## src/rtl/pipeline_ctrl_pkg.sv

```systemverilog
// pipeline_ctrl_pkg: shared types and constants for the pipeline sequencer.
// Optional feature macro used by the block: PIPELINE_CTRL_PERF_EN.
package pipeline_ctrl_pkg;

    // Top-level sequencer states.
    typedef enum logic [1:0] {
        RUN,
        DRAIN,
        VECTOR
    } pipe_state_t;

    // Default exception handler address.
    localparam logic [31:0] ExcVectorDefault = 32'h8000_0080;

    // Winning request in RUN after priority resolution.
    typedef enum logic [2:0] {
        PrioNone,
        PrioWait,
        PrioExc,
        PrioLoad,
        PrioBranch
    } run_prio_t;

    // Priority: mem_wait > exception > load_hazard > br_taken.
    function automatic run_prio_t run_decide(
        input logic mem_wait,
        input logic exception,
        input logic load_hazard,
        input logic br_taken
    );
        run_prio_t prio;
        if (mem_wait) begin
            prio = PrioWait;
        end else if (exception) begin
            prio = PrioExc;
        end else if (load_hazard) begin
            prio = PrioLoad;
        end else if (br_taken) begin
            prio = PrioBranch;
        end else begin
            prio = PrioNone;
        end
        return prio;
    endfunction

endpackage

```

## src/rtl/pipeline_ctrl_if.sv

```systemverilog
// pipeline_ctrl_if: hazard/exception requests into the sequencer and the
// stall, flush and PC-redirect controls it drives back into the pipeline.
// Optional feature macro used by the block: PIPELINE_CTRL_PERF_EN (no effect here).
interface pipeline_ctrl_if;

    // Requests from decode / memory.
    logic        load_hazard;
    logic        br_taken;
    logic        exception;
    logic [31:0] exc_pc;
    logic        mem_wait;

    // Controls back to the pipeline.
    logic        hold_pc;
    logic        hold_if;
    logic        hold_id;
    logic        flush_if;
    logic        flush_id;
    logic        pc_override;
    logic [31:0] pc_target;
    logic [31:0] epc;
    logic        exc_active;

    // Pipeline side: raises requests, consumes controls.
    modport master (
        output load_hazard, br_taken, exception, exc_pc, mem_wait,
        input  hold_pc, hold_if, hold_id, flush_if, flush_id,
        input  pc_override, pc_target, epc, exc_active
    );

    // Sequencer side.
    modport slave (
        input  load_hazard, br_taken, exception, exc_pc, mem_wait,
        output hold_pc, hold_if, hold_id, flush_if, flush_id,
        output pc_override, pc_target, epc, exc_active
    );

endinterface

```

## src/rtl/pipeline_ctrl_perf.sv

```systemverilog
// pipeline_ctrl_perf: saturating stall and flush event counters.
// Instantiated by pipeline_ctrl only when PIPELINE_CTRL_PERF_EN is defined.
module pipeline_ctrl_perf (
    input  logic        clk,
    input  logic        rst,
    input  logic        stall_inc,
    input  logic        flush_inc,
    output logic [31:0] stall_cnt,
    output logic [31:0] flush_cnt
);

    localparam logic [31:0] CntMax = 32'hFFFF_FFFF;

    logic [31:0] stall_cnt_q;
    logic [31:0] flush_cnt_q;

    // Count events, sticking at all-ones; cleared by reset.
    always_ff @(posedge clk) begin
        if (rst) begin
            stall_cnt_q <= '0;
            flush_cnt_q <= '0;
        end else begin
            if (stall_inc && (stall_cnt_q != CntMax)) begin
                stall_cnt_q <= stall_cnt_q + 32'd1;
            end
            if (flush_inc && (flush_cnt_q != CntMax)) begin
                flush_cnt_q <= flush_cnt_q + 32'd1;
            end
        end
    end

    assign stall_cnt = stall_cnt_q;
    assign flush_cnt = flush_cnt_q;

endmodule

```

## src/rtl/pipeline_ctrl.sv

```systemverilog
// pipeline_ctrl: central stall/flush sequencer for the 5-stage pipeline.
// Handles load-use stalls, taken branches, memory waits and the exception
// drain/vector sequence. Define PIPELINE_CTRL_PERF_EN to add the
// stall_cnt/flush_cnt performance counter outputs.
module pipeline_ctrl
    import pipeline_ctrl_pkg::*;
#(
    parameter logic [31:0] EXC_VECTOR   = ExcVectorDefault,
    parameter int unsigned DRAIN_CYCLES = 3
) (
    input  logic                  clk,
    input  logic                  rst,
    pipeline_ctrl_if.slave        ctl
`ifdef PIPELINE_CTRL_PERF_EN
    ,
    output logic [31:0]           stall_cnt,
    output logic [31:0]           flush_cnt
`endif
);

    // Counter reload so that exactly DRAIN_CYCLES cycles are spent in DRAIN.
    localparam logic [3:0] DrainLoad = 4'(DRAIN_CYCLES - 1);

    pipe_state_t state_q;
    logic [3:0]  cnt_q;
    logic [31:0] epc_q;
    run_prio_t   prio;

    logic hold_pc;
    logic hold_if;
    logic hold_id;
    logic flush_if;
    logic flush_id;
    logic pc_override;
    logic exc_active;

    assign prio = run_decide(ctl.mem_wait, ctl.exception, ctl.load_hazard, ctl.br_taken);

    // Sequencer state, drain counter and EPC capture.
    always_ff @(posedge clk) begin
        if (rst) begin
            state_q <= RUN;
            cnt_q   <= 4'd0;
            epc_q   <= 32'd0;
        end else begin
            unique case (state_q)
                RUN: begin
                    if (prio == PrioExc) begin
                        epc_q   <= ctl.exc_pc;
                        cnt_q   <= DrainLoad;
                        state_q <= DRAIN;
                    end
                end
                DRAIN: begin
                    // A memory wait freezes the drain so older instructions still retire.
                    if (!ctl.mem_wait) begin
                        if (cnt_q == 4'd0) begin
                            state_q <= VECTOR;
                        end else begin
                            cnt_q <= cnt_q - 4'd1;
                        end
                    end
                end
                VECTOR: begin
                    if (!ctl.mem_wait) begin
                        state_q <= RUN;
                    end
                end
                default: begin
                    state_q <= RUN;
                end
            endcase
        end
    end

    // Same-cycle control decode from state and requests; silenced during reset.
    always_comb begin
        hold_pc     = 1'b0;
        hold_if     = 1'b0;
        hold_id     = 1'b0;
        flush_if    = 1'b0;
        flush_id    = 1'b0;
        pc_override = 1'b0;
        exc_active  = 1'b0;
        if (!rst) begin
            unique case (state_q)
                RUN: begin
                    unique case (prio)
                        PrioWait: begin
                            hold_pc = 1'b1;
                            hold_if = 1'b1;
                            hold_id = 1'b1;
                        end
                        PrioExc: begin
                            flush_if = 1'b1;
                            flush_id = 1'b1;
                        end
                        PrioLoad: begin
                            // Branch in ID saw stale operands; it re-resolves next cycle.
                            hold_pc  = 1'b1;
                            hold_if  = 1'b1;
                            flush_id = 1'b1;
                        end
                        PrioBranch: begin
                            flush_if = 1'b1;
                        end
                        default: begin
                        end
                    endcase
                end
                DRAIN: begin
                    hold_pc    = 1'b1;
                    flush_if   = 1'b1;
                    flush_id   = 1'b1;
                    exc_active = 1'b1;
                    hold_id    = ctl.mem_wait;
                end
                VECTOR: begin
                    pc_override = 1'b1;
                    flush_if    = 1'b1;
                    exc_active  = 1'b1;
                    hold_if     = ctl.mem_wait;
                    hold_id     = ctl.mem_wait;
                end
                default: begin
                end
            endcase
        end
    end

    assign ctl.hold_pc     = hold_pc;
    assign ctl.hold_if     = hold_if;
    assign ctl.hold_id     = hold_id;
    assign ctl.flush_if    = flush_if;
    assign ctl.flush_id    = flush_id;
    assign ctl.pc_override = pc_override;
    assign ctl.pc_target   = EXC_VECTOR;
    assign ctl.epc         = epc_q;
    assign ctl.exc_active  = exc_active;

`ifdef PIPELINE_CTRL_PERF_EN
    logic stall_inc;
    logic flush_inc;

    assign stall_inc = (state_q == RUN) && (ctl.load_hazard || ctl.mem_wait);
    assign flush_inc = (state_q == RUN) && ((prio == PrioExc) || (prio == PrioBranch));

    pipeline_ctrl_perf u_perf (
        .clk       (clk),
        .rst       (rst),
        .stall_inc (stall_inc),
        .flush_inc (flush_inc),
        .stall_cnt (stall_cnt),
        .flush_cnt (flush_cnt)
    );
`endif

endmodule

```

## src/flat_wrapper.sv

```systemverilog
// flat-port wrapper written by rule: the top's interface ports become plain ports
module pipeline_ctrl_flat import pipeline_ctrl_pkg::*;
#(
    parameter logic [31:0] EXC_VECTOR   = ExcVectorDefault,
    parameter int unsigned DRAIN_CYCLES = 3
)
  (clk, rst, ctl_load_hazard, ctl_br_taken, ctl_exception, ctl_exc_pc, ctl_mem_wait, ctl_hold_pc, ctl_hold_if, ctl_hold_id, ctl_flush_if, ctl_flush_id, ctl_pc_override, ctl_pc_target, ctl_epc, ctl_exc_active);
  pipeline_ctrl_if ctl_i ();
  input  logic clk;
  input  logic rst;
  input wire logic [$bits(ctl_i.load_hazard)-1:0] ctl_load_hazard;
  input wire logic [$bits(ctl_i.br_taken)-1:0] ctl_br_taken;
  input wire logic [$bits(ctl_i.exception)-1:0] ctl_exception;
  input wire logic [$bits(ctl_i.exc_pc)-1:0] ctl_exc_pc;
  input wire logic [$bits(ctl_i.mem_wait)-1:0] ctl_mem_wait;
  output wire logic [$bits(ctl_i.hold_pc)-1:0] ctl_hold_pc;
  output wire logic [$bits(ctl_i.hold_if)-1:0] ctl_hold_if;
  output wire logic [$bits(ctl_i.hold_id)-1:0] ctl_hold_id;
  output wire logic [$bits(ctl_i.flush_if)-1:0] ctl_flush_if;
  output wire logic [$bits(ctl_i.flush_id)-1:0] ctl_flush_id;
  output wire logic [$bits(ctl_i.pc_override)-1:0] ctl_pc_override;
  output wire logic [$bits(ctl_i.pc_target)-1:0] ctl_pc_target;
  output wire logic [$bits(ctl_i.epc)-1:0] ctl_epc;
  output wire logic [$bits(ctl_i.exc_active)-1:0] ctl_exc_active;
  assign ctl_i.load_hazard = ctl_load_hazard;
  assign ctl_i.br_taken = ctl_br_taken;
  assign ctl_i.exception = ctl_exception;
  assign ctl_i.exc_pc = ctl_exc_pc;
  assign ctl_i.mem_wait = ctl_mem_wait;
  assign ctl_hold_pc = ctl_i.hold_pc;
  assign ctl_hold_if = ctl_i.hold_if;
  assign ctl_hold_id = ctl_i.hold_id;
  assign ctl_flush_if = ctl_i.flush_if;
  assign ctl_flush_id = ctl_i.flush_id;
  assign ctl_pc_override = ctl_i.pc_override;
  assign ctl_pc_target = ctl_i.pc_target;
  assign ctl_epc = ctl_i.epc;
  assign ctl_exc_active = ctl_i.exc_active;
  pipeline_ctrl #(.EXC_VECTOR(EXC_VECTOR), .DRAIN_CYCLES(DRAIN_CYCLES)) u_core (.clk(clk), .rst(rst), .ctl(ctl_i));
endmodule
```

## config.mk

```make
export PLATFORM = sky130hd
export DESIGN_NAME = pipeline_ctrl_flat
export DESIGN_NICKNAME = d
export VERILOG_FILES = /design/src/rtl/pipeline_ctrl_pkg.sv /design/src/rtl/pipeline_ctrl_if.sv /design/src/rtl/pipeline_ctrl_perf.sv /design/src/rtl/pipeline_ctrl.sv /design/src/flat_wrapper.sv
export SDC_FILE = /design/constraint.sdc
export NUM_CORES = 1
export LEC_CHECK = 0
export ABC_AREA = 1
export CORE_ASPECT_RATIO = 0.9
export CORE_MARGIN = 2
export CORE_UTILIZATION = 42
export CTS_BUF_LIST = sky130_fd_sc_hd__clkbuf_16
export CTS_CLUSTER_SIZE = 28
export DETAILED_ROUTE_END_ITERATION = 8
export PLACE_DENSITY = 0.84
export SLEW_MARGIN = 0
export SYNTH_ARGS = -nofsm -noshare
export SYNTH_HDL_FRONTEND = slang
export SYNTH_SLANG_ARGS = --single-unit
```

## constraint.sdc

```tcl
create_clock -name clk -period 2.9 [get_ports clk]
set_input_delay 0.58 -clock clk [delete_from_list [all_inputs] [get_ports clk]]
set_output_delay 0.58 -clock clk [all_outputs]
set_load 0.05 [all_outputs]
```

; ---- Yosys cells after proc, flatten, opt, wreduce, memory -nomap -nowiden
; Cells that the tools add are included.
[totals]
in_bits = 38
out_inout_bits = 71
word_cells = 56
ff_bits = 38
[op_classes]
add_sub_neg = 1
n_reduce_logical = 10
eq_ne = 11
mux = 31
[op_table]
columns = cell, n
row1 = 1-bit two-way mux, 13
row2 = 3-bit two-way mux, 4
row3 = 4-bit two-way mux, 3
row4 = 1-bit case mux with 2 select lines, 5
row5 = 2-bit two-way mux, 4
row6 = 4-bit case mux with 2 select lines, 1
row7 = 4-bit AND reduction, 2
row8 = 2-bit OR reduction, 4
row9 = "3-bit by 2-bit equality test with 1-bit output, second input constant", 2
row10 = "2-bit != test, second input constant", 3
row11 = 2-bit case mux with 3 select lines, 1
row12 = 4-bit logical NOT, 1
row13 = "2-bit by 1-bit != test with 1-bit output, second input constant", 2
row14 = "4-bit by 1-bit subtractor with 4-bit output, second input constant", 1
row15 = "3-bit by 1-bit equality test with 1-bit output, second input constant", 1
row16 = "3-bit equality test, second input constant", 1
row17 = "2-bit by 1-bit equality test with 1-bit output, second input constant", 1
row18 = "2-bit equality test, second input constant", 1
row19 = 2-bit logical NOT, 1
row20 = 2-bit AND reduction, 1
row21 = 2-bit nonzero test, 1

; ---- Depth between registers and ports, before layout
[depth]
ltp_word = 9
mapped_depth = 9

; ---- Worst setup path before layout
; No wires, ideal clock.
[synth_path]
path_kind = input to output
startpoint = input port rst
endpoint = output port ctl_hold_id
cell_stages = 2
t_required_ns = 2.320
arrival_time_ns = 1.838
setup_slack_ns = 0.482
cell_sequence = buf_2 -> nor3_1
[synth_between]
elab_chain_cells = 1
[synth_lines]
columns = element, line_no
row1 = start: declaration, flat_wrapper.sv:10  ; input logic rst;
row2 = 1-bit two-way mux, pipeline_ctrl.sv:85  ; if (!rst) begin
row3 = end: declaration, flat_wrapper.sv:18  ; output wire logic [$bits(ctl_i.hold_id)-1:0] ctl_hold_id;
; No other way between the ends.

; ---- Worst setup path after layout
[layout_path]
startpoint = input port ctl_exception
endpoint = output port ctl_flush_if
[layout_between]
elab_chain_cells = 7
word_cells_on_any_way = 8
[layout_lines]
columns = element, line_no
row1 = start: declaration, flat_wrapper.sv:13  ; input wire logic [$bits(ctl_i.exception)-1:0] ctl_exception;
row2 = 3-bit two-way mux *, pipeline_ctrl_pkg.sv:34  ; end else if (exception) begin
row3 = 3-bit two-way mux *, pipeline_ctrl_pkg.sv:32  ; if (mem_wait) begin
row4 = 3-bit equality test or 3-bit by 2-bit equality test with 1-bit output (tied branches), pipeline_ctrl.sv:88  ; unique case (prio)
row5 = 2-bit OR reduction (no source line) *, --
row6 = 1-bit two-way mux *, pipeline_ctrl.sv:88
row7 = 1-bit case mux with 2 select lines *, pipeline_ctrl.sv:86  ; unique case (state_q)
row8 = 1-bit two-way mux *, pipeline_ctrl.sv:85
row9 = end: declaration, flat_wrapper.sv:19  ; output wire logic [$bits(ctl_i.flush_if)-1:0] ctl_flush_if;
; Mark *: on every way between the ends. The rest lies on a longest branch, timed or not.

==> flow_summary.json <==
{
  "wl_per_cell_um": 10.7,
  "final_cell_mix": "clkdlybuf4s50_1 (69), inv_1 (45), a21oi_1 (40)",
  "die_w_um": 76.3,
  "ir_worst_vdd_mv": 0.614,
  "syn_area_per_cell_um2": 7.54,
  "grt_overflow": 0,
  "cp_num_buf_inv": 3,
  "worst-r2r-setup-slack_ns": 1.05,
  "fillers": 412,
  "status": "finished clean",
  "final_common_cell": "clkdlybuf4s50_1",
  "rsz0062_at_grt": "no",
  "min_period_ns": 2.64,
  "cp_slowest_cell": "clkdlybuf4s50_1",
  "clk_pin_slew_ns": 0.05,
  "rr_startpoint": "u_core.state_q[0]",
  "clk_path_buf_depth": 2,
  "syn_inst": 262,
  "fmaxAchievable_mhz": 379,
  "holdPathStages": 2,
  "htreeDepth": 2,
  "dpl.hpwl_mm": 3.16,
  "cp_max_fo": 5,
  "cts_made_buffers": 5,
  "drc": 0,
  "port_buffers": 76,
  "r2r_end": "u_core.ctl.epc[9]",
  "finalSetupTns_ns": 0,
  "yosysWarnings": 0,
  "routed_via_density": 4.40,
  "wl_met1_mm": 1.87,
  "post-route-period-util_pct": 91.0,
  "root_buffer": "clkbuf_16",
  "synthDistinctLibCells": 23,
  "wl_met2_mm": 1.91,
  "hold-path-endpoint": "u_core.ctl.epc[26]",
  "synth-seq-area-share_pct": 38.5,
  "cts_resized": 0,
  "cap_violations": 0,
  "antennaDiodeCount": 0,
  "clock-sinks": 38,
  "antenna_found_initial": 0,
  "grt_pass1_wl_mm": 6.93,
  "tightest_slew_ns": 0.517,
  "cts_tree": "built",
  "holdCritStartpoint": "u_core.ctl.epc[26]",
  "cpMostUsedCell": "nand2_1",
  "area_growth_pct": 40.8,
  "dieArea_um2": 5270,
  "dr_wl_met3_um": 399,
  "ys_seq_elements": 38,
  "drive_above_1_share_pct": 7.19,
  "syn_area_um2": 1980,
  "core.rowCount": 23,
  "hold_violations": 0,
  "finalClockSkew_ns": 0.00500,
  "cp_top_family": "buffers and inverters",
  "cts_setup_buffers": 0,
  "criticalPathCategory": "in2out",
  "slew_violations": 0,
  "top_layer": "met4",
  "fin_hold_ws_ns": 0.441,
  "die_h_um": 69.1,
  "initial_core_util_pct": 44.0,
  "gp_routability_congestion": 0.789,
  "slew_headroom_pct": 65.4,
  "wirelength_mm": 4.23,
  "ff2ff_path_depth": 6,
  "core_area_um2": 4490,
  "cts_hold_buf": 0,
  "io_pins": 109,
  "cp-start-kind": "input pin",
  "drt_iter0_markers": 34,
  "clock_latency_ns": 0.27,
  "grt_max_degree": 55,
  "final_nets": 378,
  "vias": 1744,
  "setup_viol": 0,
  "grt.total_usage_pct": 16.0,
  "ant_nets": 0,
  "final_util_pct": 62.0,
  "critical_path_arrival_ns": 2.06,
  "power.static_leakage_nw": 1.17,
  "first_global_vias": 1557,
  "hp-class": "reg2reg",
  "drtPass1Iterations": 4,
  "cpPeakStageDelay_ns": 0.61,
  "end_kind": "output pin",
  "required_ns": 2.32,
  "cp_cell_sequence": "clkdlybuf4s50_1 -> inv_1 -> nand2_1 -> nand2_1 -> nor3_1 -> o21ai_0 -> nor2_1 -> buf_12",
  "p_per_area_nw_per_um2": 899
}
cell type report:
type / count / area [µm²] / area share, %
Sequential cell: 38 / 761 / 27.3
Multi-Input combinational cell: 164 / 812 / 29.2
Clock inverter: 2 / 10.0 / 0.360
Inverter: 47 / 176 / 6.34
Timing Repair Buffer: 78 / 821 / 29.5
Tap cell: 62 / 77.6 / 2.79
Clock buffer: 5 / 125 / 4.50
metal layers:
layer	track usage, %	up-vias
li1	-	910
met1	19.1	756
met2	27.0	73
met3	6.15	5
met4	4.24	0
met5	0	-
logic make-up after synthesis:
kind of cell	Yosys count	synth area share (%)
other cells	2	0.380
flops	38	38.5
fa+ha+maj	6	3.80
compound gates	77	19.8
simple gates	49	11.4
buf+inv	90	26.1
metrics by stage:
stage | std cells | worst slack [ns] | total power [mW] | area, µm²
3_3_place_gp | 389 | 0.419 | 1.99 | 2650
2_1_floorplan | 292 | 0.482 | 1.68 | 2090
6_report | 396 | 0.260 | 2.50 | 2780
5_1_grt | 396 | 0.221 | 2.66 | 2780
4_1_cts | 396 | 0.269 | 2.53 | 2780
3_5_place_dp | 389 | 0.282 | 2.01 | 2650
report_power, final:
part / switching (mW) / leakage [nW] / internal, mW
Clock: 0.192 / 0.0694 / 0.310
Sequential: 0.0601 / 0.312 / 0.629
Combinational: 0.869 / 0.788 / 0.443
Total: 1.12 / 1.17 / 1.38
worst max path at each step:
| stage | from | end | slack, ns | cells past startpoint |
|---|---|---|---|---|
| floorplan | rst | ctl_hold_id | 0.48 | 2 |
| global route | ctl_exception | ctl_flush_if | 0.22 | 8 |
| detailed placement | ctl_exception | ctl_flush_if | 0.28 | 8 |
| global placement | ctl_exception | ctl_flush_if | 0.42 | 8 |
| CTS | ctl_exception | ctl_flush_if | 0.27 | 8 |
| finish | ctl_exception | ctl_flush_if | 0.26 | 8 |
worst min-delay path, delay by kind of cell, from the launching register on:
family	cells	cell delay, ns
buffers and inverters	1	0.05
AOI/OAI and AO/OA	1	0.05
DFF	1	0.30
cell usage after synthesis:
master    count  area share (%)
o211ai_1      1            0.38
nand2_1      21             4.0
nor2_2        1            0.32
clkbuf_2      1            0.25
nand3_1       5             1.3
buf_6         7             4.0
dfxtp_1      38              39
nor3_1        2            0.51
o21ai_1      28             7.1
conb_1        2            0.38
nand4_1       2            0.63
a21oi_2       1            0.44
buf_4        32              12
o21ai_0       7             1.8
nand3_4       1            0.89
nand3_2       1            0.51
a21oi_1      40              10
inv_1        45             8.5
nand2_2       2            0.63
ha_1          6             3.8
nor2_1       14             2.7
buf_2         3            0.76
inv_2         2            0.38
sequential cells by signal, summed over array words and instances, names as in the netlist:
register,count
u_core.ctl.epc,32
u_core.state_q,2
u_core.cnt_q,4
Power figures use the tool's default switching activity.
